[config.mk]
export PLATFORM = sky130hd
export DESIGN_NAME = cla_pipe_adder
export DESIGN_NICKNAME = d
export VERILOG_FILES = /design/src/rtl/cla_pipe_adder_pkg.sv /design/src/rtl/cla_seg.sv /design/src/rtl/cla_pipe_adder.sv
export SDC_FILE = /design/constraint.sdc
export NUM_CORES = 1
export LEC_CHECK = 0
export ABC_CLOCK_PERIOD_IN_PS = 12600
export CAP_MARGIN = 25
export CORE_UTILIZATION = 60
export CTS_CLUSTER_SIZE = 14
export DETAILED_ROUTE_END_ITERATION = 8
export GPL_TIMING_DRIVEN = 0
export PLACE_DENSITY = 0.95
export SLEW_MARGIN = 20
export SYNTH_ARGS = -nofsm -noshare
export SYNTH_HDL_FRONTEND = slang
export SYNTH_SLANG_ARGS = --single-unit
export TNS_END_PERCENT = 50
[constraint.sdc]
create_clock -name clock -period 12.6 [get_ports clock]
set_clock_uncertainty 0.15 [all_clocks]
set_input_delay 3.15 -clock clock [delete_from_list [all_inputs] [get_ports clock]]
set_output_delay 3.15 -clock clock [all_outputs]
set_load 0.005 [all_outputs]
[src/rtl/cla_pipe_adder_pkg.sv]
// rtl/cla_pipe_adder_pkg.sv - shared ALU op codes, flag struct and default sizes
package cla_pipe_adder_pkg;

  localparam int DEF_WIDTH = 32;
  localparam int DEF_SEG   = 8;

  typedef enum logic [1:0] {
    OP_ADD = 2'b00,
    OP_ADC = 2'b01,
    OP_SUB = 2'b10,
    OP_SBC = 2'b11
  } alu_op_e;

  typedef struct packed {
    logic cout;
    logic ovf;
    logic zero;
    logic neg;
  } alu_flags_t;

  function automatic logic op_inverts_b(alu_op_e op);
    return (op == OP_SUB) || (op == OP_SBC);
  endfunction

  function automatic logic op_carry_in(alu_op_e op, logic cin);
    case (op)
      OP_ADD:  return 1'b0;
      OP_SUB:  return 1'b1;
      default: return cin;
    endcase
  endfunction

endpackage

[src/rtl/cla_seg.sv]
// rtl/cla_seg.sv - SEG-bit combinational carry-lookahead adder built from 4-bit groups
module cla_seg #(
  parameter int SEG = 8
) (
  input  logic [SEG-1:0] a_i,
  input  logic [SEG-1:0] b_i,
  input  logic           cin_i,
  output logic [SEG-1:0] sum_o,
  output logic           cout_o,
  output logic           cmsb_o
);

  localparam int GROUPS = SEG / 4;

  logic [SEG-1:0]  gen;
  logic [SEG-1:0]  prop;
  logic [SEG-1:0]  carry;
  logic [GROUPS:0] group_c;
  logic            gpre;
  logic            ppre;

  assign gen  = a_i & b_i;
  assign prop = a_i ^ b_i;

  // gpre/ppre accumulate the group-local prefix, so each bit carry is G | P & group_cin
  always_comb begin
    carry      = '0;
    group_c    = '0;
    gpre       = 1'b0;
    ppre       = 1'b1;
    group_c[0] = cin_i;
    for (int gi = 0; gi < GROUPS; gi++) begin
      gpre = 1'b0;
      ppre = 1'b1;
      for (int j = 0; j < 4; j++) begin
        carry[4*gi+j] = gpre | (ppre & group_c[gi]);
        gpre          = gen[4*gi+j] | (prop[4*gi+j] & gpre);
        ppre          = ppre & prop[4*gi+j];
      end
      group_c[gi+1] = gpre | (ppre & group_c[gi]);
    end
  end

  assign sum_o  = prop ^ carry;
  assign cout_o = group_c[GROUPS];
  assign cmsb_o = carry[SEG-1];

endmodule

[src/rtl/cla_pipe_adder.sv]
// rtl/cla_pipe_adder.sv - pipelined CLA add/sub, one SEG-bit segment per stage, global stall
module cla_pipe_adder
  import cla_pipe_adder_pkg::*;
#(
  parameter int WIDTH = DEF_WIDTH,
  parameter int SEG   = DEF_SEG
) (
  input  logic             clock,
  input  logic             reset,
  input  logic             in_valid,
  output logic             in_ready,
  input  logic [1:0]       in_op,
  input  logic [WIDTH-1:0] in_a,
  input  logic [WIDTH-1:0] in_b,
  input  logic             in_cin,
  output logic             out_valid,
  input  logic             out_ready,
  output logic [WIDTH-1:0] out_sum,
  output logic             out_cout,
  output logic             out_ovf,
  output logic             out_zero,
  output logic             out_neg
);

  localparam int STAGES = WIDTH / SEG;
  localparam int LAST   = STAGES - 1;

  if ((WIDTH % SEG) != 0) begin : g_bad_width
    $error("cla_pipe_adder: WIDTH must be a multiple of SEG");
  end
  if ((SEG % 4) != 0) begin : g_bad_seg
    $error("cla_pipe_adder: SEG must be a multiple of 4");
  end

  logic [WIDTH-1:0] a_q [STAGES];
  logic [WIDTH-1:0] b_q [STAGES];
  logic [WIDTH-1:0] s_q [STAGES];
  logic             c_q [STAGES];
  logic             z_q [STAGES];
  logic             v_q [STAGES];
  logic             cm_q[STAGES];

  logic [WIDTH-1:0] a_src[STAGES];
  logic [WIDTH-1:0] b_src[STAGES];
  logic [WIDTH-1:0] s_src[STAGES];
  logic             c_src[STAGES];
  logic             z_src[STAGES];
  logic             v_src[STAGES];

  logic [WIDTH-1:0] s_d[STAGES];
  logic             z_d[STAGES];

  logic [SEG-1:0]   seg_sum[STAGES];
  logic             seg_co [STAGES];
  logic             seg_cm [STAGES];

  alu_op_e          op;
  logic             advance;
  alu_flags_t       flags;

  assign op       = alu_op_e'(in_op);
  assign advance  = out_ready | ~v_q[LAST];
  assign in_ready = advance;

  always_comb begin
    a_src[0] = in_a;
    b_src[0] = op_inverts_b(op) ? ~in_b : in_b;
    s_src[0] = '0;
    c_src[0] = op_carry_in(op, in_cin);
    z_src[0] = 1'b1;
    v_src[0] = in_valid;
    for (int k = 1; k < STAGES; k++) begin
      a_src[k] = a_q[k-1];
      b_src[k] = b_q[k-1];
      s_src[k] = s_q[k-1];
      c_src[k] = c_q[k-1];
      z_src[k] = z_q[k-1];
      v_src[k] = v_q[k-1];
    end
  end

  for (genvar k = 0; k < STAGES; k++) begin : g_seg
    cla_seg #(.SEG(SEG)) u_seg (
      .a_i   (a_src[k][k*SEG +: SEG]),
      .b_i   (b_src[k][k*SEG +: SEG]),
      .cin_i (c_src[k]),
      .sum_o (seg_sum[k]),
      .cout_o(seg_co[k]),
      .cmsb_o(seg_cm[k])
    );
  end

  always_comb begin
    for (int k = 0; k < STAGES; k++) begin
      s_d[k]                = s_src[k];
      s_d[k][k*SEG +: SEG]  = seg_sum[k];
      z_d[k]                = z_src[k] & ~|seg_sum[k];
    end
  end

  // Data registers reset too, so out_sum and flags read 0 straight after reset
  always_ff @(posedge clock) begin
    if (reset) begin
      for (int k = 0; k < STAGES; k++) begin
        v_q[k]  <= 1'b0;
        a_q[k]  <= '0;
        b_q[k]  <= '0;
        s_q[k]  <= '0;
        c_q[k]  <= 1'b0;
        z_q[k]  <= 1'b0;
        cm_q[k] <= 1'b0;
      end
    end else if (advance) begin
      for (int k = 0; k < STAGES; k++) begin
        v_q[k]  <= v_src[k];
        a_q[k]  <= a_src[k];
        b_q[k]  <= b_src[k];
        s_q[k]  <= s_d[k];
        c_q[k]  <= seg_co[k];
        z_q[k]  <= z_d[k];
        cm_q[k] <= seg_cm[k];
      end
    end
  end

  assign flags = '{cout: c_q[LAST],
                   ovf:  c_q[LAST] ^ cm_q[LAST],
                   zero: z_q[LAST],
                   neg:  s_q[LAST][WIDTH-1]};

  assign out_valid = v_q[LAST];
  assign out_sum   = s_q[LAST];
  assign out_cout  = flags.cout;
  assign out_ovf   = flags.ovf;
  assign out_zero  = flags.zero;
  assign out_neg   = flags.neg;

endmodule

## Yosys cells after proc, flatten, opt, wreduce, memory -nomap -nowiden

Memories as Yosys holds them, arrays and structs flattened.
Cells that the tools add are included.

| storage, ports and cells | value |
|---|---|
| register bits | 0 |
| memory bits (writable) | 400 |
| bits of input ports | 71 |
| output and inout bits | 38 |
| word-level logic and storage cells | 237 |
| memories kept | 7 |

| operators by class | value |
|---|---|
| equal/unequal tests | 2 |
| muxes and demuxes | 35 |
| bitwise operators | 183 |
| reduce and logical (&&, ||, !) cells | 10 |

Memory list:

| memory | depth | bits a word | read ports | clocked after memory_dff | write ports | line | source |
|---|---|---|---|---|---|---|---|
| a_q | 4 | 32 | 3 | 0 | 4 | cla_pipe_adder.sv:35 | `logic [WIDTH-1:0] a_q [STAGES];` |
| b_q | 4 | 32 | 3 | 0 | 4 | cla_pipe_adder.sv:36 | `logic [WIDTH-1:0] b_q [STAGES];` |
| s_q | 4 | 32 | 4 | 0 | 4 | cla_pipe_adder.sv:37 | `logic [WIDTH-1:0] s_q [STAGES];` |
| c_q | 4 | 1 | 4 | 0 | 4 | cla_pipe_adder.sv:38 | `logic c_q [STAGES];` |
| cm_q | 4 | 1 | 1 | 0 | 4 | cla_pipe_adder.sv:41 | `logic cm_q[STAGES];` |
| v_q | 4 | 1 | 4 | 0 | 4 | cla_pipe_adder.sv:40 | `logic v_q [STAGES];` |
| 1 more memories | -- | -- | -- | -- | -- | -- |  |

Operators with widths:

| kind | number |
|---|---|
| $mux 32 | 13 |
| $or 1x1->1 | 85 |
| $and 1x1->1 | 83 |
| $xor 8x8->8 | 8 |
| $and 8x8->8 | 4 |
| $not 32->32 | 1 |
| $reduce_or 8->1 | 4 |
| $mux 1 | 21 |
| $eq 2x2->1 const B | 2 |
| $logic_not 1->1 | 4 |
| $logic_not 2->1 | 1 |
| $pmux 1 s2 | 1 |
| $logic_or 1x1->1 | 1 |
| $not 1->1 | 1 |
| $xor 1x1->1 | 1 |

## Depth between registers and ports, before layout

Gate-level depths: netlist of run 1.

| logic depth | value |
|---|---|
| depth after elaboration | 17 |
| depth in mapped cells | 13 |
| gate-level depth less buffers | 11 |

## Modules after synthesis

From an unflattened synthesis of run 1, not the netlist that was laid out.

| unflattened totals | value |
|---|---|
| cells, all modules | 633 |
| area, all modules | 9013.6 um2 |

By module, submodules not included:

| module | instances | cells each | area an instance (um2) | sequential area each (um2) |
|---|---|---|---|---|
| cla_pipe_adder | 1 | 453 | 7547.2 | 5675.4 |
| cla_seg | 4 | 45 | 366.6 | 0.0 |

## Worst setup path after synthesis of run 1

No wires, ideal clock.

| path | value |
|---|---|
| path type | input to output |
| from | input out_ready |
| to | output in_ready |
| data arrival time | 3.310 ns |
| required time | 9.300 ns |
| path slack | 5.990 ns |
| cell stages on the path | 1 |
| path buffers | 0 |
| path through | nand2b_1 |

| between the ends | value |
|---|---|
| cells in the longest elaborated chain, start to end | 1 |

Ends and longest elaborated chain:

| element | line | source |
|---|---|---|
| start, declared | cla_pipe_adder.sv:17 | `input logic out_ready,` |
| $or 1x1->1 | cla_pipe_adder.sv:62 | `assign advance = out_ready \| ~v_q[LAST];` |
| end, declared | cla_pipe_adder.sv:11 | `output logic in_ready,` |

No other way between the ends.

## Worst setup path in the final report of run 1

Ends and elaborated chain as after synthesis.

==> run metrics, run 1 <==
core box area between 10000 and 15000 sq um; initial antenna violation count 0; syn avg cell area 13.9 sq um; Lkg Pwr roughly 0.0043 uW; row count 43; syn nets roughly 720; final hold vios 0; IO Pins ~110; final setup margin ~5000 ps; post-synthesis xor/xnor area fraction 0.0566; H-tree depth 4; CTS sink count 189; # DRC 0; fmax ~0.13 GHz; multi-input logic area between 2000 and 3000 sq um; # hold bufs at CTS 0; initial DRC count around 330; PortBufs 107; Vias/cell between 5 and 6; CTS Buf Count 17; Top FF cell, synth edfxtp_1; Peak VDD IR 0.0875 mV; layout cells sized above 1 0.0544; HPWL Detailed 10700 um; warnings from Yosys 0; ranking of synthesized cells by area edfxtp_1, and2_1, ha_1, xnor2_1, nor2_1; simple-gate share of the synthesized area 0.155; vias in the first global route about 4900; die height between 100 and 150 um; Worst Tran Pin Value between 600 and 700 ps; largest net degree at the start of global routing 57; CTS tree done; main combinational cell family by area after synthesis simple AND/OR/NAND/NOR gates; latest clock arrival within the worst-skew pair 430 ps; crit path kind in2out; Tcrit/Tclk final 0.602; fill cell count 815; Overflow after GRT 0; synth unique cells 39; post-CTS setup buffers 0; adder-cell share of the synthesized area 0.0658; WL final approximately 15000 um; worst hold stages 1; Routed Antenna Nets 0; worst-path maximum fanout 4; Tot Pwr 1440 uW; DP Worst Slack 5030 ps; Final Max Tran Viols 0; crit path time final 7590 ps; Routed wire per std cell approximately 16 um; WHS Endpoint s_q[3][6]; DRT Pass-1 Iters 6; Worst slew margin 0.554; first-pass GRT wire length roughly 24000 um; unrepaired setup endpoints after global routing false; Critical Path AT 4290 ps; Final Util 0.755; n_diodes 0; die area ~15000 sq um; setup_tns 0 ps; Clock Root Buffer clkbuf_16; Synth top area share 0.666; routed vias 4919; clock-pin slew on the worst setup and hold paths approximately 60 ps; mux contribution to synthesized area 0.00264; Hold Crit Class reg2reg; gpl congestion around 0.84; Reg area 5680 sq um; Yosys reg bits 189; Final setup violation count 0; critical path launch point type input port; CP Capture Type primary output; CTS max path bufs 2; Seq/Total Area, Yosys 0.666; Max Cap Viol 0; GRT Overall Usage 0.225; Netlist Area Pre-Place roughly 8500 sq um; pwr/cell area 138 nW/um^2; Worst EP required 9300 ps; largest area contributor in the netlist edfxtp_1; starting density of the core 0.614; min-delay src s_q[2][6]; synth-to-layout area growth 23.0%; Worst R2R Start a_q[0][48]; CTS resizes 0; R2R depth 11; Post-Synthesis Cells 613; fin nets 853; Worst R2R End z_q[2]; status completed; R2R Setup Slk between 9000 and 10000 ps; Post-synth EDFFs ~190; compound-gate portion of the synthesized area 0.0335; Die W 121 um; asr flop ratio synth 0
==> worst max-delay path by stage <==
stage,from,to,slack (ps),cells past startpoint
floorplan,out_ready,in_ready,5990,1
global placement,out_ready,in_ready,5040,3
detailed placement,out_ready,in_ready,5030,3
CTS,out_ready,in_ready,5020,3
global route,out_ready,in_ready,5000,3
finish,out_ready,in_ready,5010,3
==> area by class of cell <==
| class | count | area share |
|---|---|---|
| timing repair buffer | 110 | 0.110 |
| clock inverter | 12 | 0.0141 |
| tap | 180 | 0.0215 |
| inverter | 16 | 0.00573 |
| buffer | 25 | 0.0105 |
| multi-input combinational | 383 | 0.255 |
| clock buffer | 18 | 0.0410 |
| sequential | 189 | 0.542 |
==> sequential cells by signal, indices dropped and copies added (netlist names) <==
register / flops
cm_q: 1
c_q: 4
v_q: 4
b_q: 48
s_q: 80
z_q: 4
a_q: 48
==> cells in the final DEF (no fill, tap or decap), types with 3 or more instances in the layout <==
cell type        netlist  layout
clkbuf_16              0      17
xnor2_1               39      39
buf_16                 0       3
ha_1                  32      32
fa_1                   8       8
edfxtp_1             189     189
nand2b_1               5       5
and3_1                 3       3
nor2_1                60      60
o21ai_0                9       9
xor2_1                16      16
clkinv_1               0       3
bufinv_16              0       3
clkdlybuf4s50_1        0     107
a21oi_1               13      13
a21o_1                 4       4
nand2_1               15      15
nor3_1                 9       9
buf_2                  4       4
and2_1               133     133
inv_1                 16      16
clkbuf_1              14      15
buf_1                  5       5
nor2b_1                4       4
nand3_1                7       7
o21bai_1               5       5
==> kinds of logic after synthesis <==
family,after synthesis
AOI/OAI and AO/OA,44
xor gates and xnor gates,55
adders and majority gates,40
buffers and inverters,41
DFF,189
muxes,1
and+or+nand+nor,243
==> worst max-delay path, stage by stage <==
cell	delay [ps]
clkdlybuf4s50_1	450
nand2b_1	170
clkdlybuf4s50_1	520
==> synth_stat cells (all sizes together), types with 4 or more instances <==
| cell type | instances |
|---|---|
| a21o | 5 |
| a21oi | 14 |
| and2 | 133 |
| buf | 11 |
| clkbuf | 14 |
| edfxtp | 189 |
| fa | 8 |
| ha | 32 |
| inv | 16 |
| nand2 | 15 |
| nand2b | 5 |
| nand3 | 7 |
| nor2 | 60 |
| nor2b | 4 |
| nor3 | 9 |
| o21ai | 10 |
| o21bai | 5 |
| xnor2 | 39 |
| xor2 | 16 |
==> per-stage QoR <==
step	instances	hold slack [ps]	cell area, sq um
after global routing	933	373	10500
after global placement	900	350	9810
after detailed placement	903	351	9900
after CTS	933	364	10500
after floorplan	613	347	8520
final	933	366	10500
==> routing by layer <==
layer / share of wire / GRT usage / routed length (um) / up-vias
li1: - / - / - / 2382
met3: 0.058 / 0.0512 / 882 / 24
met2: 0.53 / 0.409 / 8150 / 167
met1: 0.39 / 0.252 / 5950 / 2346
met5: 0 / 0 / 0 / -
met4: 0.020 / 0.0965 / 303 / 0
==> where the power goes <==
| group | internal (uW) | switching, uW |
|---|---|---|
| clock network | 309 | 220 |
| logic | 81.9 | 79.1 |
| registers | 741 | 12.8 |
No activity file was read; power rests on OpenSTA's default activity.
==> run 2: changes to the inputs <==
Settings changed: ABC_CLOCK_PERIOD_IN_PS 12600 to 7040, CORE_UTILIZATION 60 to 55, PLACE_DENSITY 0.95 to 0.9.
Clock period 12.6 ns to 7.04 ns, I/O delays scaled along.
==> run 2 against run 1 <==
Against the previous run: critical path depth unchanged; flip-flop and latch count unchanged; count of clock-buffer cells in the layout decreased by 1; die area increased by 8.9%.
==> run metrics, run 2 (synthesis results as in run 1) <==
unrepaired setup endpoints after global routing false (unchanged); fmax 0.208 GHz; n_diodes 0 (unchanged); die height 126 um (was 121 um); Clk pwr share 0.371 (was 0.366); Max Cap Viol 0 (unchanged); final hold vios 0 (unchanged); crit path kind in2out (unchanged); Final Instance Area 10500 sq um (about the same); fill cell count 965 (was 815); fin nets 853 (unchanged); Largest regs s_q (80), a_q (48), b_q (48) (unchanged); Net Sw Frac 0.227 (was 0.216); Worst EP required 5130 ps (was 9300 ps); Bufs and invs on worst path 2 (unchanged); R2R Setup Slk 4030 ps (was 9700 ps); IO Pins 109 (unchanged); CTS tree done (unchanged); critical path launch point type input port (unchanged); worst-path maximum fanout 4 (unchanged); CP most frequent cell clkdlybuf4s50_1 (unchanged); Worst Tran Pin Value 644 ps (was 669 ps); Final setup violation count 0 (unchanged); final setup margin 2230 ps (was 5010 ps); Psw 591 uW (was 312 uW); commonest non-fill, non-tap cell in the layout edfxtp_1 (unchanged); GRT Overall Usage 0.198 (was 0.225); Lkg Pwr 0.00429 uW (was 0.00427 uW); synth-to-layout area growth 23.4% (was 23.0%); initial DRC count 342 (was 326); power share of the combinational group 0.111 (about the same); largest net degree at the start of global routing 63 (was 57); HPWL Detailed 10800 um (was 10700 um); Overflow after GRT 0 (unchanged); Final Max Tran Viols 0 (unchanged); Worst slew margin 0.570 (was 0.554); DP Worst Slack 2250 ps (was 5030 ps); layout cells sized above 1 0.0623 (was 0.0544); CP max stage delay 520 ps (about the same); crit path time final 4810 ps; # DRC 0 (unchanged); setup_tns 0 ps (unchanged); die area 16000 sq um (was 14700 sq um); first-pass GRT wire length 24000 um (was 23800 um); starting density of the core 0.562 (was 0.614); # hold bufs at CTS 0 (unchanged); H-tree depth 4 (unchanged); initial antenna violation count 0 (unchanged); cell chain of the critical path clkdlybuf4s50_1, nand2b_1, clkdlybuf4s50_1 (unchanged); Die W 126 um (was 121 um); critical path's slowest cell clkdlybuf4s50_1 (unchanged); CP Capture Type primary output (unchanged); Tcrit/Tclk final 0.684; hold_ws 364 ps (was 366 ps); clock-pin slew on the worst setup and hold paths 70 ps (was 60 ps); CTS Buf Count 17 (unchanged); cell internal pwr 2010 uW (was 1130 uW); CTS max path bufs 2 (unchanged); Peak VDD IR 0.209 mV (was 0.0875 mV); row count 45 (was 43); vias in the first global route 5011 (was 4917); PortBufs 107 (unchanged); pwr/cell area 247 nW/um^2 (was 138 nW/um^2); latest clock arrival within the worst-skew pair 430 ps (about the same); status completed (unchanged); DRT Pass-1 Iters 4 (was 6); sequential power share 0.519 (was 0.522); Critical Path AT 2900 ps (was 4290 ps); placed instance area 9910 sq um (was 9900 sq um); max FFs per register 80 (unchanged); Largest Register s_q (unchanged); CTS resizes 0 (unchanged); family with the most delay on the worst path buffers and inverters (unchanged); Hold Crit Class reg2reg (unchanged); Routed wire per std cell 15.8 um (was 16.4 um); Vias/cell 5.23 (was 5.27); Clock Root Buffer clkbuf_16 (unchanged); CTS sink count 189 (unchanged); Routed Antenna Nets 0 (unchanged); core box area 15100 sq um (was 13900 sq um); most frequent cells in the layout edfxtp_1, and2_1, clkdlybuf4s50_1 (unchanged); post-CTS setup buffers 0 (unchanged); gpl congestion 0.966 (was 0.835); WL final 14900 um (was 15300 um); routed vias 4936 (was 4919)
[run 2: cell count changes in the layout (fill, tap and decap cells not counted)]
cell	delta
clkinv_1	-3
inv_6	+3
inv_8	+3
bufinv_16	-1
clkbuf_1	-1
clkinv_2	-1
clkinv_4	+1
clkinvlp_4	+1
[run 2: worst reg2reg max path, stage by stage, from the launching register on]
cell      delay, ps
edfxtp_1        420
ha_1            320
a21oi_1         300
o21ai_0         260
o21ai_0         210
nand2b_1         90
fa_1            380
xnor2_1         250
nand3_1         120
nor3_1          150
and3_1          220
[run 2: power by group through the flow]
stage | logic, uW | registers [uW] | clock network [uW]
6_report | 288 | 1350 | 964
5_1_grt | 316 | 1360 | 1010
4_1_cts | 288 | 1350 | 974
3_5_place_dp | 283 | 1370 | 0
3_3_place_gp | 267 | 1370 | 0
2_1_floorplan | 166 | 1370 | 0
[run 2: final timing paths]
path | from | endpoint | depth (start not counted)
setup reg to reg | b_q[0][8] | z_q[1] | 10
hold reg to reg | s_q[2][10] | s_q[3][10] | 1
hold / removal | s_q[2][10] | s_q[3][10] | 1
setup / recovery | out_ready | in_ready | 3
[run 2: final cells by class]
cell class / instances / area (sq um) / share of cell area
multi-input combinational: 383 / 2680 / 0.254
timing repair buffer: 110 / 1150 / 0.110
clock inverter: 15 / 178 / 0.0169
tap: 188 / 235 / 0.0224
buffer: 25 / 110 / 0.0105
clock buffer: 17 / 425 / 0.0405
inverter: 16 / 60.1 / 0.00571
sequential: 189 / 5680 / 0.540
[run 2: metal layers]
layer / track usage / wire length [um] / vias to the layer above
li1: - / - / 2392
met1: 0.233 / 5840 / 2334
met2: 0.349 / 7840 / 177
met3: 0.0434 / 856 / 33
met4: 0.0893 / 316 / 0
met5: 0 / 0 / -
[run 2: per-stage QoR]
stage                     cells   util  power, uW
after floorplan             613      -       1530
after global placement      908  0.649       1640
after detailed placement    911  0.654       1660
after CTS                   943  0.694       2610
after global routing        943  0.694       2690
final                       943  0.694       2600
